$ cat config.mk
export PLATFORM = sky130hd
export DESIGN_NAME = reg_file_2r1w
export DESIGN_NICKNAME = d
export VERILOG_FILES = /design/src/rtl/reg_file_2r1w.sv
export SDC_FILE = /design/constraint.sdc
export NUM_CORES = 1
export LEC_CHECK = 0
export ABC_AREA = 0
export CAP_MARGIN = 40
export CORE_UTILIZATION = 55
export DETAILED_ROUTE_END_ITERATION = 8
export PLACE_DENSITY = 0.88
export SKIP_CTS_REPAIR_TIMING = 1
export SLEW_MARGIN = 25
export SYNTH_ARGS = -nofsm -noshare
export SYNTH_HDL_FRONTEND = slang
export SYNTH_SLANG_ARGS = --single-unit
export TNS_END_PERCENT = 20
$ cat constraint.sdc
create_clock -name clk -period 6.25 [get_ports clk]
set_clock_uncertainty 0.15 [all_clocks]
set_input_delay 0.625 -clock clk [delete_from_list [all_inputs] [get_ports clk]]
set_output_delay 0.625 -clock clk [all_outputs]
set_load 0.01 [all_outputs]
$ cat src/rtl/reg_file_2r1w.sv
// ============================================================================
// Module      : reg_file_2r1w
// Description : Two-read / one-write register file with an optional hard-wired
//               zero register and selectable registered or combinational reads.
// Revision    : 1.0 - initial release
// ============================================================================
`default_nettype none

module reg_file_2r1w #(
  parameter int WIDTH    = 8,
  parameter int DEPTH    = 8,
  parameter int ZERO_REG = 1,
  parameter int REG_READ = 1,
  localparam int AW      = $clog2(DEPTH)
) (
  input  logic             clk,
  input  logic             rst,
  input  logic             we,
  input  logic [AW-1:0]    waddr,
  input  logic [WIDTH-1:0] wdata,
  input  logic [AW-1:0]    ra0,
  input  logic [AW-1:0]    ra1,
  output logic [WIDTH-1:0] rd0,
  output logic [WIDTH-1:0] rd1
);

  localparam logic c_ZERO_EN = (ZERO_REG != 0);

  logic [WIDTH-1:0] r_mem [DEPTH];

  logic             w_wr_zero;
  logic             w_wr_en;
  logic             w_rd0_zero;
  logic             w_rd1_zero;
  logic [WIDTH-1:0] w_rd0_mem;
  logic [WIDTH-1:0] w_rd1_mem;

  assign w_wr_zero  = c_ZERO_EN && (waddr == '0);
  assign w_wr_en    = we && !w_wr_zero;
  assign w_rd0_zero = c_ZERO_EN && (ra0 == '0);
  assign w_rd1_zero = c_ZERO_EN && (ra1 == '0);
  assign w_rd0_mem  = w_rd0_zero ? '0 : r_mem[ra0];
  assign w_rd1_mem  = w_rd1_zero ? '0 : r_mem[ra1];

  always_ff @(posedge clk or posedge rst) begin
    if (rst) begin
      for (int i = 0; i < DEPTH; i++) begin
        r_mem[i] <= '0;
      end
    end else if (w_wr_en) begin
      r_mem[waddr] <= wdata;
    end
  end

  generate
    if (REG_READ != 0) begin : g_reg_read
      logic             w_byp0;
      logic             w_byp1;
      logic [WIDTH-1:0] r_rd0;
      logic [WIDTH-1:0] r_rd1;

      // A discarded zero-register write never bypasses, so address 0 still loads zero.
      assign w_byp0 = w_wr_en && (waddr == ra0);
      assign w_byp1 = w_wr_en && (waddr == ra1);

      always_ff @(posedge clk or posedge rst) begin
        if (rst) begin
          r_rd0 <= '0;
          r_rd1 <= '0;
        end else begin
          r_rd0 <= w_byp0 ? wdata : w_rd0_mem;
          r_rd1 <= w_byp1 ? wdata : w_rd1_mem;
        end
      end

      assign rd0 = r_rd0;
      assign rd1 = r_rd1;
    end else begin : g_comb_read
      assign rd0 = w_rd0_mem;
      assign rd1 = w_rd1_mem;
    end
  endgenerate

endmodule

`default_nettype wire

# Word level (Yosys, flattened, before mapping)
# Cells that the tools add are included.
dict set report totals {
  wordCells 40
  out_inout_bits 16
  in_bits 20
  ff_bits 80
}
dict set report op_classes {
  reduce_logical 8
  mux 13
  n_bitwise 3
  n_lt_le_gt_ge 4
  n_eq_ne 2
}
# cell n
set ops {}
lappend ops {{$mux 8} 9}
lappend ops {{$bwmux 64} 1}
lappend ops {{$bmux 8 s3} 2}
lappend ops {{$demux 8 s3} 1}
lappend ops {{$ge 4x4->1 const B} 3}
lappend ops {{$not 3->4} 3}
lappend ops {{$logic_not 3->1} 3}
lappend ops {{$eq 3x3->1} 2}
lappend ops {{$logic_and 1x1->1} 4}
lappend ops {{$lt 4x1->1 const B} 1}
lappend ops {{$logic_not 1->1} 1}

# Depth between registers and ports, before layout
dict set report logic_depth {
  ltp_word 6
  mapped_depth 6
  depth_no_buf 4
}

# Worst setup path before layout
# No wires, ideal clock.
dict set report synth_timing {
  path_kind {input to register}
  from {in we}
  to {reg r_mem[40] in the netlist's numbering}
  t_arrival_ns 1.649
  setup_time_ns 0.125
  path_buffers 2
  path_slack_ns 4.326
  path_stages 5
  t_required_ns 5.975
  path_cell_list {buf_2 nor2b_1 and3_1 buf_2 mux2_2}
}
dict set report synth_between {
  elab_chain_cells 1
}
# element line_no
set synth_lines {}
lappend synth_lines {{from (decl)} 18} ;# input logic we,
lappend synth_lines {{$logic_and 1x1->1} 39} ;# assign w_wr_en = we && !w_wr_zero;
lappend synth_lines {{to (signal, indexed assignment)} 51} ;# r_mem[waddr] <= wdata;
lappend synth_lines {{to (decl)} 29} ;# logic [WIDTH-1:0] r_mem [DEPTH];
# Every way passes these cells.
# A chain may end at the register's enable or synchronous reset.

# Worst setup path in the final report
dict set report layout_timing {
  from {in ra1[2]}
  to {reg g_reg_read.r_rd1[0], in the netlist rd1[0]}
}
dict set report layout_between {
  elab_chain_cells 6
  elab_cells_between_ends 9
  cone_classes {eq/ne (1); mux (5); bitwise (1); reduce/logical (2)}
}
# element line_no
set layout_lines {}
lappend layout_lines {{from (decl)} 22} ;# input logic [AW-1:0] ra1,
lappend layout_lines {{$not 3->4 (not written as such)} 43} ;# assign w_rd1_mem = w_rd1_zero ? '0 : r_mem[ra1];
lappend layout_lines {{$bmux 8 s3} 43}
lappend layout_lines {{$mux 8 (not written as such) (2 in series)} 43}
lappend layout_lines {{$mux 8} 43}
lappend layout_lines {{$mux 8 *} 72} ;# r_rd1 <= w_byp1 ? wdata : w_rd1_mem;
lappend layout_lines {{to (signal assigned)} 72}
lappend layout_lines {{to (decl)} 60} ;# logic [WIDTH-1:0] r_rd1;
# Every way passes the cells marked *; elsewhere a longest branch is shown, timed or not. The select of a mux whose other input is x is not followed.

==> metrics <==
period utilization 0.432; first-pass detailed-route iteration total 4; EDFF count, synth 0; Final Cell Area around 4700 µm²; Inserted Clock Buffers 9; fmax between 0.3 and 0.4 GHz; HP Start r_mem[62]; width of the die just under 90 µm; worst vdd ir roughly 130 µV; leak pwr ~1.9 nW; status completed; Final setup viols 0; Synth Register Bits 80; Layout fillers 500; Root Buffer clkbuf_8; setup TNS 0 ns; Reg2Reg Setup Slack 4.85 ns; DRC viols 0; hold endpoint r_mem[62]; MaxCap Viol Count 0; Overflow after GRT 0; top-area cell type share of the netlist area 0.492; area leader, netlist dfrtp_1; die height approximately 88 µm; worst skew pair latency about 0.35 ns; critical path arrival between 2 and 3 ns; CTS sink count 80; Vias/cell about 6.4; RSZ-0062 raised after global routing no; via count roughly 2.5k; Syn Nets 290; Max stage delay on crit path about 0.96 ns; Post-Syn Area per Cell about 15 µm²; Mapped Cells 270; Startpoint Class input pin; Yosys warning total 0; Slew Limit Fails 0; share of layout cells above drive strength 1 0.373; critical path capture point type flop; sequential-to-total area share from yosys stat 0.492; DRT iter0 DRCs between 100 and 150; Worst Hold Depth 0; Crit Path Class in -> reg; Hold WC Path Type reg -> reg; synthesis-to-layout area growth 14.9%; crit path cell chain clkdlybuf4s50_1 -> xnor2_1 -> nand2_1 -> nor4_2 -> buf_2 -> o2bb2ai_1; cell area after synthesis 4070 µm²; Slew @ Worst Pin roughly 0.77 ns; # IOs 36; ys async rst share 1.00; Multi-input gate area between 1500 and 2000 µm²; most common library cells after synthesis dfrtp_1, mux2_2, mux4_2, mux2i_1, o2bb2ai_1; CTS tree yes; ANT nets after route 0; Final Hold Viols 0; top-count cell post-synth dfrtp_1; antenna violations before repair 0; Worst EP required 6.38 ns; Critical R2R Capture rd0[5]; DPL Wire Length between 5000 and 6000 µm; RePlAce Congestion between 0.8 and 0.9; number of global-route vias before repair 2731; synth top area cells dfrtp_1, mux4_2, mux2_2; reg-to-reg startpoint r_mem[5]; dpl ws about 3.2 ns; H-Tree Level Count 3; Synth cell types 29; Die ar. roughly 7700 µm²; critical-path maximum fanout 11; final setup margin ~3.6 ns; Starting Density 0.583; storage element area 2000 µm²; CTS clk-pin slew, worst paths approximately 0.07 ns; Rows 30; most used flip-flop cell after synthesis dfrtp_1; IO Port Bufs 35; CTS max path bufs 2; Placeable Area approximately 7000 µm²; Crit-path slowest cell clkdlybuf4s50_1; first-pass GRT wire length approximately 14000 µm; fin crit period 2.70 ns; ant diodes 0; Total GRT Usage 0.260; R2R depth 3; area post-placement 4500 µm²; Slew HR 0.485; Final #Nets 318; Routed Wire Length a little under 9000 µm; largest net degree at the start of global routing 49; total power 0.00139 W; Power Dens Cells between 200 and 300 nW/µm²; drt wl/cell approximately 22 µm
[cells in the final DEF (no fill, tap or decap), drive strengths merged]
cell	instances
a211o	1
a211oi	1
a21oi	1
a31o	1
and3	4
and4bb	1
buf	7
bufinv	1
clkbuf	12
clkdlybuf4s50	35
dfrtp	80
inv	4
mux2	56
mux2i	16
mux4	32
nand2	3
nand3	5
nand4	3
nor2	3
nor2b	3
nor4	2
nor4bb	1
o21ai	4
o21ba	1
o2bb2ai	16
or3b	1
xnor2	4
xor2	2
[area by class of cell]
cell class,count,share of cell area
clock buffers,12,0.0310
clock inverters,1,0.00642
inverters,4,0.00321
multi-input cells,161,0.414
flip-flops and latches,80,0.428
well taps,96,0.0257
repair buffers,42,0.0915
[critical path, delay by kind of cell]
family / cells / cell delay [ns]
AOI/OAI and AO/OA: 1 / 0.12
xor gates and xnor gates: 1 / 0.19
buffers and inverters: 2 / 1.25
and+or+nand+nor: 2 / 0.64
[flip-flops by register name, indices dropped and copies added (netlist names)]
name   count
rd0        8
r_mem     64
rd1        8
[kinds of logic (layout without fill, tap and decap cells)]
kind of cell / after synthesis / after routing / synth area share
muxes: 104 / 104 / 0.371
buffers and inverters: 29 / 59 / 0.0323
AOI/OAI and AO/OA: 25 / 25 / 0.0520
DFF: 80 / 80 / 0.492
xor gates and xnor gates: 6 / 6 / 0.0129
and+or+nand+nor: 26 / 26 / 0.0394
[how the worst max path moves through the flow]
stage                start  cells past startpoint  endpoint
global placement    ra0[2]                      5    rd0[2]
floorplan              rst                      1  r_mem[0]
CTS                 ra1[2]                      6    rd1[0]
detailed placement  ra1[2]                      6    rd1[0]
finish              ra1[2]                      6    rd1[0]
global route        ra1[2]                      6    rd1[3]
[where the power goes]
group          internal, W  total [W]  switching [W]
clock             0.000189   0.000362       0.000173
combinational     0.000215   0.000341       0.000126
sequential        0.000624   0.000691      0.0000675
[metal layers]
metal,vias to the layer above,share of wire,GRT usage
li1,1088,-,-
met3,27,0.056,0.0528
met2,88,0.51,0.428
met5,-,0,0
met4,0,0.041,0.176
met1,1325,0.39,0.311
[per-stage QoR]
step                hold slack [ns]  cells  utilization
finish                        0.253    396        0.670
global route                  0.275    396        0.670
CTS                           0.255    396        0.670
detailed placement            0.236    383        0.645
global placement              0.231    380        0.638
floorplan                     0.291    270            -
Note: power is estimated with default switching activity, not from simulation.
